### src/rtl/cache_lru_repl.sv
// True-LRU replacement engine: per-set age permutation, touch on hit/fill,
// registered one-hot victim (lowest invalid way first, else the LRU way).
module cache_lru_repl #(
  parameter int WAYS      = 4,
  parameter int SETS      = 64,
  parameter int INDEX_LSB = 6
) (
  input  logic            clk,
  input  logic            rstn,
  input  logic            touch_en,
  input  logic [31:0]     touch_addr,
  input  logic [WAYS-1:0] touch_way,
  input  logic            victim_req,
  input  logic [31:0]     victim_addr,
  input  logic [WAYS-1:0] way_valid,
  output logic            victim_vld,
  output logic [WAYS-1:0] victim_way,
  output logic            init_busy
);

  localparam int AW = (WAYS > 1) ? $clog2(WAYS) : 1;
  localparam int IW = $clog2(SETS);
  localparam logic [WAYS-1:0] ONE_W = WAYS'(1);

  typedef enum logic {S_INIT, S_READY} state_t;
  typedef logic [WAYS-1:0][AW-1:0] ages_t;

  state_t          state_q, state_d;
  logic [IW-1:0]   cnt_q, cnt_d;
  logic            victim_vld_q, victim_vld_d;
  logic [WAYS-1:0] victim_way_q, victim_way_d;

  // NOTE: the age array has no reset; the INIT sweep loads every set, which
  // keeps it a plain memory instead of thousands of resettable flops.
  ages_t age_mem [SETS];

  // NOTE: sequential state uses non-blocking assignments so every register
  // samples the pre-edge values regardless of block ordering.
  always_ff @(posedge clk or negedge rstn) begin
    if (!rstn) begin
      state_q      <= S_INIT;
      cnt_q        <= '0;
      victim_vld_q <= 1'b0;
      victim_way_q <= '0;
    end else begin
      state_q      <= state_d;
      cnt_q        <= cnt_d;
      victim_vld_q <= victim_vld_d;
      victim_way_q <= victim_way_d;
    end
  end

  // NOTE: every always_comb output gets a default first, so no path can
  // leave a value unassigned and infer a latch.
  always_comb begin
    state_d = state_q;
    cnt_d   = cnt_q;
    case (state_q)
      S_INIT: begin
        cnt_d = cnt_q + IW'(1);
        if (cnt_q == IW'(SETS - 1)) state_d = S_READY;
      end
      default: state_d = S_READY;
    endcase
  end

  assign init_busy = (state_q == S_INIT);

  logic [IW-1:0] t_idx, v_idx;
  logic          addr_unused;
  assign t_idx       = touch_addr[INDEX_LSB +: IW];
  assign v_idx       = victim_addr[INDEX_LSB +: IW];
  assign addr_unused = ^{touch_addr, victim_addr};

  logic    touch_onehot, touch_fire;
  ages_t   t_ages, new_ages, ident;
  logic [AW-1:0] t_age;

  assign touch_onehot = (touch_way != '0) && ((touch_way & (touch_way - ONE_W)) == '0);
  assign touch_fire   = touch_en && !init_busy && touch_onehot;

  always_comb begin
    t_ages   = age_mem[t_idx];
    t_age    = '0;
    new_ages = '0;
    ident    = '0;
    for (int w = 0; w < WAYS; w++) begin
      if (touch_way[w]) t_age = t_ages[w];
      ident[w] = AW'(w);
    end
    // Ways younger than the touched one age by one; the touched way becomes MRU.
    for (int w = 0; w < WAYS; w++) begin
      if (touch_way[w])             new_ages[w] = '0;
      else if (t_ages[w] < t_age)   new_ages[w] = t_ages[w] + AW'(1);
      else                          new_ages[w] = t_ages[w];
    end
  end

  always_ff @(posedge clk) begin
    if (init_busy)       age_mem[cnt_q] <= ident;
    else if (touch_fire) age_mem[t_idx] <= new_ages;
  end

  ages_t           q_ages;
  logic [WAYS-1:0] invalid, inv_pick, lru_pick;

  always_comb begin
    // Same-index touch in this cycle is bypassed so the query sees post-touch ages.
    q_ages   = (touch_fire && (t_idx == v_idx)) ? new_ages : age_mem[v_idx];
    invalid  = ~way_valid;
    inv_pick = invalid & (~invalid + ONE_W);
    lru_pick = '0;
    for (int w = 0; w < WAYS; w++) begin
      lru_pick[w] = (q_ages[w] == AW'(WAYS - 1));
    end
    victim_vld_d = victim_req && !init_busy;
    victim_way_d = victim_way_q;
    if (victim_vld_d) victim_way_d = (|invalid) ? inv_pick : lru_pick;
  end

  assign victim_vld = victim_vld_q;
  assign victim_way = victim_way_q;

endmodule

### config.mk
export PLATFORM = sky130hd
export DESIGN_NAME = cache_lru_repl
export DESIGN_NICKNAME = d
export VERILOG_FILES = /design/src/rtl/cache_lru_repl.sv
export SDC_FILE = /design/constraint.sdc
export NUM_CORES = 1
export LEC_CHECK = 0
export BUFFER_PORTS_ARGS = -buffer_cell sky130_fd_sc_hd__buf_4
export CAP_MARGIN = 15
export CORE_MARGIN = 2
export CORE_UTILIZATION = 40
export CTS_CLUSTER_DIAMETER = 200
export DETAILED_ROUTE_END_ITERATION = 12
export PLACE_DENSITY = 0.56
export SLEW_MARGIN = 20
export SYNTH_ARGS = -nofsm -noshare
export SYNTH_HDL_FRONTEND = slang
export SYNTH_SLANG_ARGS = --single-unit
export TNS_END_PERCENT = 20
### constraint.sdc
create_clock -name clk -period 14.61 [get_ports clk]
set_clock_uncertainty 0.1 [all_clocks]
set_input_delay 2.1915 -clock clk [delete_from_list [all_inputs] [get_ports clk]]
set_output_delay 2.1915 -clock clk [all_outputs]
set_load 0.02 [all_outputs]
==> metrics.yaml, run 1 <==
critical_path:
  crit_family: "buffers and inverters"
  critPathLaunchType: "input pin"
  critPathKind: "in2reg"
  r2r_slack_ps: 9160
  critPathMaxStageDelay_ps: 770
  end_kind: "register"
  crit_chain: "buf_6 -> buf_4 -> buf_4 -> mux4_2 -> mux4_2 -> mux4_2 -> a221oi_2 -> nor2_1 -> a21oi_2 -> ha_1 -> nor4_1 -> xnor2_1 -> o21ai_4 -> buf_4"
  worst-path-buf-inv: 4
  worstPathRequired_ps: 14830
  crit_arrival_ps: 8610
  worstPathMaxFanout: 55
  slowest_stage: "nor4_1"
yosys:
  synth_edf_count: 512
  ys_types: 62
  synth_top_family_by_area: "multiplexers"
  async_flop_share_pct: 2.29
  synth_compound_area_share_pct: 6.16
  syn_inst: 1531
  synth_ff_type: "edfxtp_1"
  synth_mux_area_share_pct: 17.1
  synth-xor-area-share_pct: 0.549
  synth_nets: 1612
  synth-seq-cells: 524
  synth_area_sq_mm: 0.0239
  ys_warn_count: 0
  synthSimpleGateAreaFrac_pct: 8.39
  yosysSeqAreaShare_pct: 65.5
  synthAdderAreaFrac_pct: 0.261
  syn_avg_cell_area_sq_um: 15.6
placement:
  dpl.hpwl_mm: 44.9
  port_buffers: 29
  dp.cells: 2267
  place.gp.congestion: 0.916
route:
  firstDrtPassIters: 9
  wl_per_cell_um: 29.3
  vias_per_cell: 6.10
  vias: 14400
  wl_mm: 69.3
  drc: 14
  drtAntennaViolNets: 0
  drt_iter0_drc: 1532
clocking:
  cts_resized: 0
  h-tree-depth: 2
  clk_latency_ps: 620
  clock_tree.root_cell: "clkbuf_16"
  post_cts_buffers: 0
  clkSlewWorstSetupHoldPaths_ps: 60
  cts_buffers: 52
  cts_tree: "yes"
  clock_sinks: 524
  cts_max_path_buffers: 3
  postCtsHoldBufs: 0
timing:
  rsz0062_at_grt: "no"
  hold_viol: 0
  fin_crit_sh_pct: 57.4
  finalSetupViolCount: 0
  worstMarginPinSlew_ps: 1100
  slew_viol_final: 0
  period_minus_slack_ps: 8390
  fmax_mhz: 119
  tns_ps: 0
  max_slew_margin_pct: 26.4
die:
  start_util_pct: 40.5
  dieWidth_um: 249
  dieArea_sq_mm: 0.0618
  io_pins: 82
  num_rows: 89
  fp.dieH_um: 249
  core-area_sq_mm: 0.0591
global_routing:
  use_met1_pct: 30.4
  grt_start_max_net_pins: 82
  busiest_layer: "met2"
  grt_pass1_vias: 14600
  grt_pass1_wl_mm: 101
  met3_usage_pct: 5.34
  grt-ovfl-total: 0
  antenna_found_initial: 1
  grtUsageMet2_pct: 35.9
  grt_use_total_pct: 22.5
pwr:
  max-vdd-ir-drop_mv: 0.0899
  power_density_mw_per_mm2: 117
  p_leak_nw: 7.79
final_layout:
  fin_cells: 2365
  synthToLayoutAreaGrowth_pct: 11.3
  nets: 1629
  drive_gt1_share_pct: 19.7
flow_run:
  max_cap_viol_count: 0
outcome:
  status: "finished with violations"
  violations: "design-rule violations"
hold_path:
  min_path_type: "reg2reg"
-- cells in the mapped netlist (5+ instances only) --
library cell	number	share of area [%]
clkbuf_1	49	0.77
xnor2_1	13	0.48
mux4_2	163	15
ha_1	5	0.26
inv_1	12	0.19
o21ai_0	96	2.0
a31oi_1	10	0.26
a21oi_1	11	0.23
a41oi_1	5	0.18
nand3_1	140	2.9
o31ai_1	5	0.16
mux2i_1	37	1.5
buf_2	20	0.42
nor2_1	88	1.4
nor2b_1	7	0.18
edfxtp_1	512	64
and2_1	5	0.13
o22ai_1	5	0.13
nand2_1	157	2.5
buf_1	17	0.27
nand4_1	12	0.31
o211ai_1	53	1.7
nand2b_1	10	0.26
dfrtp_1	12	1.3
nor3_1	12	0.25
-- metal layers --
metal / part of all wire (%) / vias up
li1: - / 6208
met3: 7.9 / 132
met4: 3.3 / 2
met5: 0.019 / -
met1: 41 / 7484
met2: 47 / 595
-- cells by family (layout without fill, tap and decap cells) --
group | Yosys count | in the layout
flip-flops | 524 | 524
AND/OR/NAND/NOR | 448 | 448
AO/OA/AOI/OAI | 227 | 227
multiplexers | 204 | 204
buffers and inverters | 108 | 168
XOR/XNOR | 15 | 15
adder cells (fa/ha/maj) | 5 | 5
other | 0 | 1
-- sequential cells by signal (all words and copies together) (netlist names) --
register,cells
victim_way,4
victim_vld,1
state_q,1
age_mem,512
cnt_q,6
-- layout by cell type (no fill, tap or decap), types with 5 or more instances in the layout --
| cell type | count |
|---|---|
| o22ai_1 | 5 |
| clkinvlp_4 | 5 |
| mux2i_1 | 37 |
| a21oi_1 | 10 |
| inv_1 | 12 |
| bufinv_16 | 5 |
| dfrtp_1 | 12 |
| xnor2_1 | 13 |
| ha_1 | 5 |
| a41oi_1 | 5 |
| nor2_1 | 88 |
| nand2_1 | 156 |
| nor2b_1 | 7 |
| clkbuf_16 | 52 |
| nor3_1 | 10 |
| a31oi_1 | 10 |
| and2_1 | 5 |
| mux4_2 | 163 |
| clkinv_1 | 12 |
| nand4_1 | 12 |
| nand2b_1 | 10 |
| o21ai_0 | 94 |
| edfxtp_1 | 512 |
| nand3_1 | 140 |
| buf_4 | 54 |
| o211ai_1 | 53 |
| clkbuf_1 | 11 |
| clkinv_2 | 11 |
-- worst paths after layout --
kind	endpoint	start	cells after the start
hold / removal	cnt_q[0]$_DFFE_PN0N_	cnt_q[0]$_DFFE_PN0N_	1
min in group asynchronous	cnt_q[3]$_DFFE_PN0N_	rstn	1
max in group asynchronous	cnt_q[5]$_DFFE_PN0N_	rstn	1
hold reg to reg	cnt_q[0]$_DFFE_PN0N_	cnt_q[0]$_DFFE_PN0N_	1
setup reg to reg	age_mem[39][7]$_DFFE_PP_	age_mem[11][3]$_DFFE_PP_	11
setup / recovery	age_mem[39][7]$_DFFE_PP_	touch_addr[7]	14
-- stage by stage --
stage | worst slack, ps | hold slack (ps) | util [%] | area, sq um | total power, mW
floorplan | 2270 | 374 | - | 23900 | 1.76
detailed placement | 5690 | 411 | 42.2 | 25000 | 1.81
global placement | 5710 | 403 | 42.2 | 25000 | 1.81
finish | 6220 | 420 | 45.1 | 26700 | 3.11
global route | 6030 | 468 | 45.1 | 26700 | 3.19
CTS | 6320 | 419 | 45.1 | 26700 | 3.12
-- where the power goes --
part	total (mW)	leakage [nW]	switching [mW]	internal [mW]
clock	1.32	0.805	0.580	0.745
combinational	0.160	3.31	0.104	0.0563
sequential	1.62	3.67	0	1.62
-- area by class of cell --
cell class / count / area, sq um
flip-flops and latches: 524 / 15700
well taps: 773 / 967
multi-input cells: 899 / 7840
inverters: 14 / 52.6
fillers: 5126 / 32500
clock buffers: 63 / 1340
diodes: 1 / 2.50
repair buffers: 57 / 442
clock inverters: 34 / 329
No activity file was read; power rests on OpenSTA's default activity.
==> run 2: changes to the inputs <==
Settings changed: PLACE_DENSITY 0.56 to 0.59.
Clock period 14.61 ns to 7.2 ns, I/O delays scaled along.
==> run 2 against run 1 <==
The run still ends with design-rule violations left; core utilization increased by 0.62 points; power increased by 110%; first-iteration DRC count increased by 3.1%; global-route usage decreased by 0.98 points; wire length decreased by 3.6%; clock power increased by 120%; combinational power increased by 110%; cell count increased by 0.34%; die area unchanged; largest power group unchanged; highest routed layer is now met4.
==> metrics.yaml, run 2 (synthesis gave the netlist of run 1 again) <==
final_layout:
  regMostFlops: "age_mem"  # unchanged
  fin_cells: 2373  # was 2365
  synthToLayoutAreaGrowth_pct: 12.9  # was 11.3%
  final_common_cell: "edfxtp_1"  # unchanged
  largest_reg_flops: 512  # unchanged
  antennaDiodeCount: 0  # was 1
  nets: 1637  # was 1629
  final_cell_area_sq_mm: 0.0270  # was 0.0267 sq mm
  drive_gt1_share_pct: 20.5  # was 19.7%
  layout_common_cells: "edfxtp_1, mux4_2, nand2_1"  # unchanged
critical_path:
  critPathKind: "in2reg"  # unchanged
  critPathMaxStageDelay_ps: 590  # was 770 ps
  worst-path-buf-inv: 3  # was 4
  crit_family: "multiplexers"  # was buffers and inverters
  crit_top_cell: "mux4_2"
  worstPathMaxFanout: 40  # was 55
  crit_chain: "clkbuf_8 -> buf_12 -> mux4_2 -> mux4_2 -> mux4_2 -> a221oi_2 -> nor2_1 -> a21oi_2 -> ha_1 -> nor3_1 -> a211o_1 -> a21o_1 -> nand2_2 -> buf_12"  # was buf_6 -> buf_4 -> buf_4 -> mux4_2 -> mux4_2 -> mux4_2 -> a221oi_2 -> nor2_1 -> a21oi_2 -> ha_1 -> nor4_1 -> xnor2_1 -> o21ai_4 -> buf_4
  slowest_stage: "mux4_2"  # was nor4_1
  worstPathRequired_ps: 7420  # was 14830 ps
  end_kind: "register"  # unchanged
  crit_arrival_ps: 5700  # was 8610 ps
  critPathLaunchType: "input pin"  # unchanged
pwr:
  seqPwrFrac_pct: 50.5  # was 52.2%
  clock_power_share_pct: 44.5  # was 42.6%
  p_leak_nw: 7.95  # was 7.79 nW
  power_switching_mw: 1.39  # was 0.683 mW
  p_int_mw: 5.14  # was 2.43 mW
  power_density_mw_per_mm2: 242  # was 117 mW/mm^2
  max-vdd-ir-drop_mv: 0.164  # was 0.0899 mV
  p_sw_share_pct: 21.3  # was 22.0%
  comb_power_share_pct: 5.1  # was 5.2%
die:
  core-area_sq_mm: 0.0591  # unchanged
  start_util_pct: 40.5  # unchanged
  io_pins: 82  # unchanged
  num_rows: 89  # unchanged
  dieWidth_um: 249  # unchanged
  dieArea_sq_mm: 0.0618  # unchanged
  fp.dieH_um: 249  # unchanged
timing:
  slew_viol_final: 0  # unchanged
  period_minus_slack_ps: 5480
  hold_viol: 0  # unchanged
  fin_crit_sh_pct: 76.1
  fmax_mhz: 182
  worstMarginPinSlew_ps: 1050  # was 1100 ps
  finalSetupViolCount: 0  # unchanged
  rsz0062_at_grt: "no"  # unchanged
  max_slew_margin_pct: 30.0  # was 26.4%
  tns_ps: 0  # unchanged
flow_run:
  max_cap_viol_count: 0  # unchanged
clocking:
  clock_sinks: 524  # unchanged
  cts_buffers: 53  # was 52
  clock_tree.root_cell: "clkbuf_16"  # unchanged
  cts_max_path_buffers: 3  # unchanged
  clk_latency_ps: 610  # was 620 ps
  cts_tree: "yes"  # unchanged
  clkSlewWorstSetupHoldPaths_ps: 60  # about the same
  cts_resized: 0  # unchanged
  h-tree-depth: 2  # unchanged
  post_cts_buffers: 0  # unchanged
  postCtsHoldBufs: 0  # unchanged
route:
  drt_iter0_drc: 1579  # was 1532
  wl_per_cell_um: 28.2  # was 29.3 um
  vias_per_cell: 6.07  # was 6.10
  firstDrtPassIters: 10  # was 9
  vias: 14400  # about the same
  wl_mm: 66.9  # was 69.3 mm
  drtAntennaViolNets: 0  # unchanged
  drc: 4  # was 14
global_routing:
  antenna_found_initial: 0  # was 1
  grt_pass1_vias: 14200  # was 14600
  use_met1_pct: 29.7  # was 30.4%
  grt-ovfl-total: 0  # unchanged
  busiest_layer: "met2"  # unchanged
  met3_usage_pct: 4.06  # was 5.34%
  grt_use_total_pct: 21.5  # was 22.5%
  grt_pass1_wl_mm: 97.4  # was 101 mm
  grt_start_max_net_pins: 111  # was 82
  grtUsageMet2_pct: 34.4  # was 35.9%
placement:
  place.gp.congestion: 0.897  # was 0.916
  dpl_cell_area_sq_mm: 0.0252  # was 0.0250 sq mm
  dpl.hpwl_mm: 44.7  # was 44.9 mm
  port_buffers: 29  # unchanged
  dp.cells: 2274  # was 2267
outcome:
  status: "finished with violations"  # unchanged
  violations: "design-rule violations"  # unchanged
hold_path:
  min_path_type: "in2async"  # was reg2reg
[run 2: changes by cell type in the layout (fill, tap and decap cells not counted), moves of 3 or more]
cell	before	now
clkbuf_16	52	55
buf_4	54	51
clkbuf_1	11	8
clkinv_2	11	8
bufinv_16	5	9
clkinv_8	3	0
buf_12	0	10
clkinv_4	0	3
[run 2: layout make-up]
| type | instances | area (sq um) |
|---|---|---|
| clock buffer | 63 | 1410 |
| clock inverter | 36 | 428 |
| fill | 5112 | 32100 |
| inverter | 14 | 52.6 |
| multi-input combinational | 899 | 7870 |
| sequential | 524 | 15700 |
| tap | 773 | 967 |
| timing repair buffer | 64 | 619 |
[run 2: layer usage]
metal  vias up  part of all wire (%)
met3       120                   8.2
met1      7410                    41
met4         0                   3.4
li1       6235                     -
met2       646                    47
met5         -                     0
[run 2: path summary, 6_finish.rpt]
path                                               start  depth (start not counted)  slack (ps)                   endpoint
worst min-delay path                                rstn                          1         210  victim_way[1]$_DFFE_PN0P_
worst max-delay path                       touch_addr[6]                         14        1720   age_mem[44][2]$_DFFE_PP_
worst min register to register      cnt_q[0]$_DFFE_PN0N_                          1         420       cnt_q[0]$_DFFE_PN0N_
min in group clk                    cnt_q[0]$_DFFE_PN0N_                          1         420       cnt_q[0]$_DFFE_PN0N_
max in group asynchronous                           rstn                          1        6630       cnt_q[1]$_DFFE_PN0N_
worst max register to register  age_mem[55][3]$_DFFE_PP_                         12        2590   age_mem[44][2]$_DFFE_PP_
[run 2: power by group through the flow]
| stage | Sequential [mW] | Combinational (mW) | Clock [mW] |
|---|---|---|---|
| 5_1_grt | 3.29 | 0.347 | 3.05 |
| 2_1_floorplan | 3.36 | 0.211 | 0 |
| 3_5_place_dp | 3.36 | 0.328 | 0 |
| 6_report | 3.29 | 0.330 | 2.90 |
| 4_1_cts | 3.29 | 0.328 | 2.93 |
| 3_3_place_gp | 3.36 | 0.326 | 0 |
[run 2: through the flow]
stage	util (%)	setup slack (ps)	power, mW	hold slack, ps
finish	45.7	1720	6.53	207
global route	45.7	1520	6.69	203
CTS	45.7	1710	6.56	188
detailed placement	42.6	1080	3.69	412
global placement	42.6	1080	3.69	412
floorplan	-	-673	3.57	374
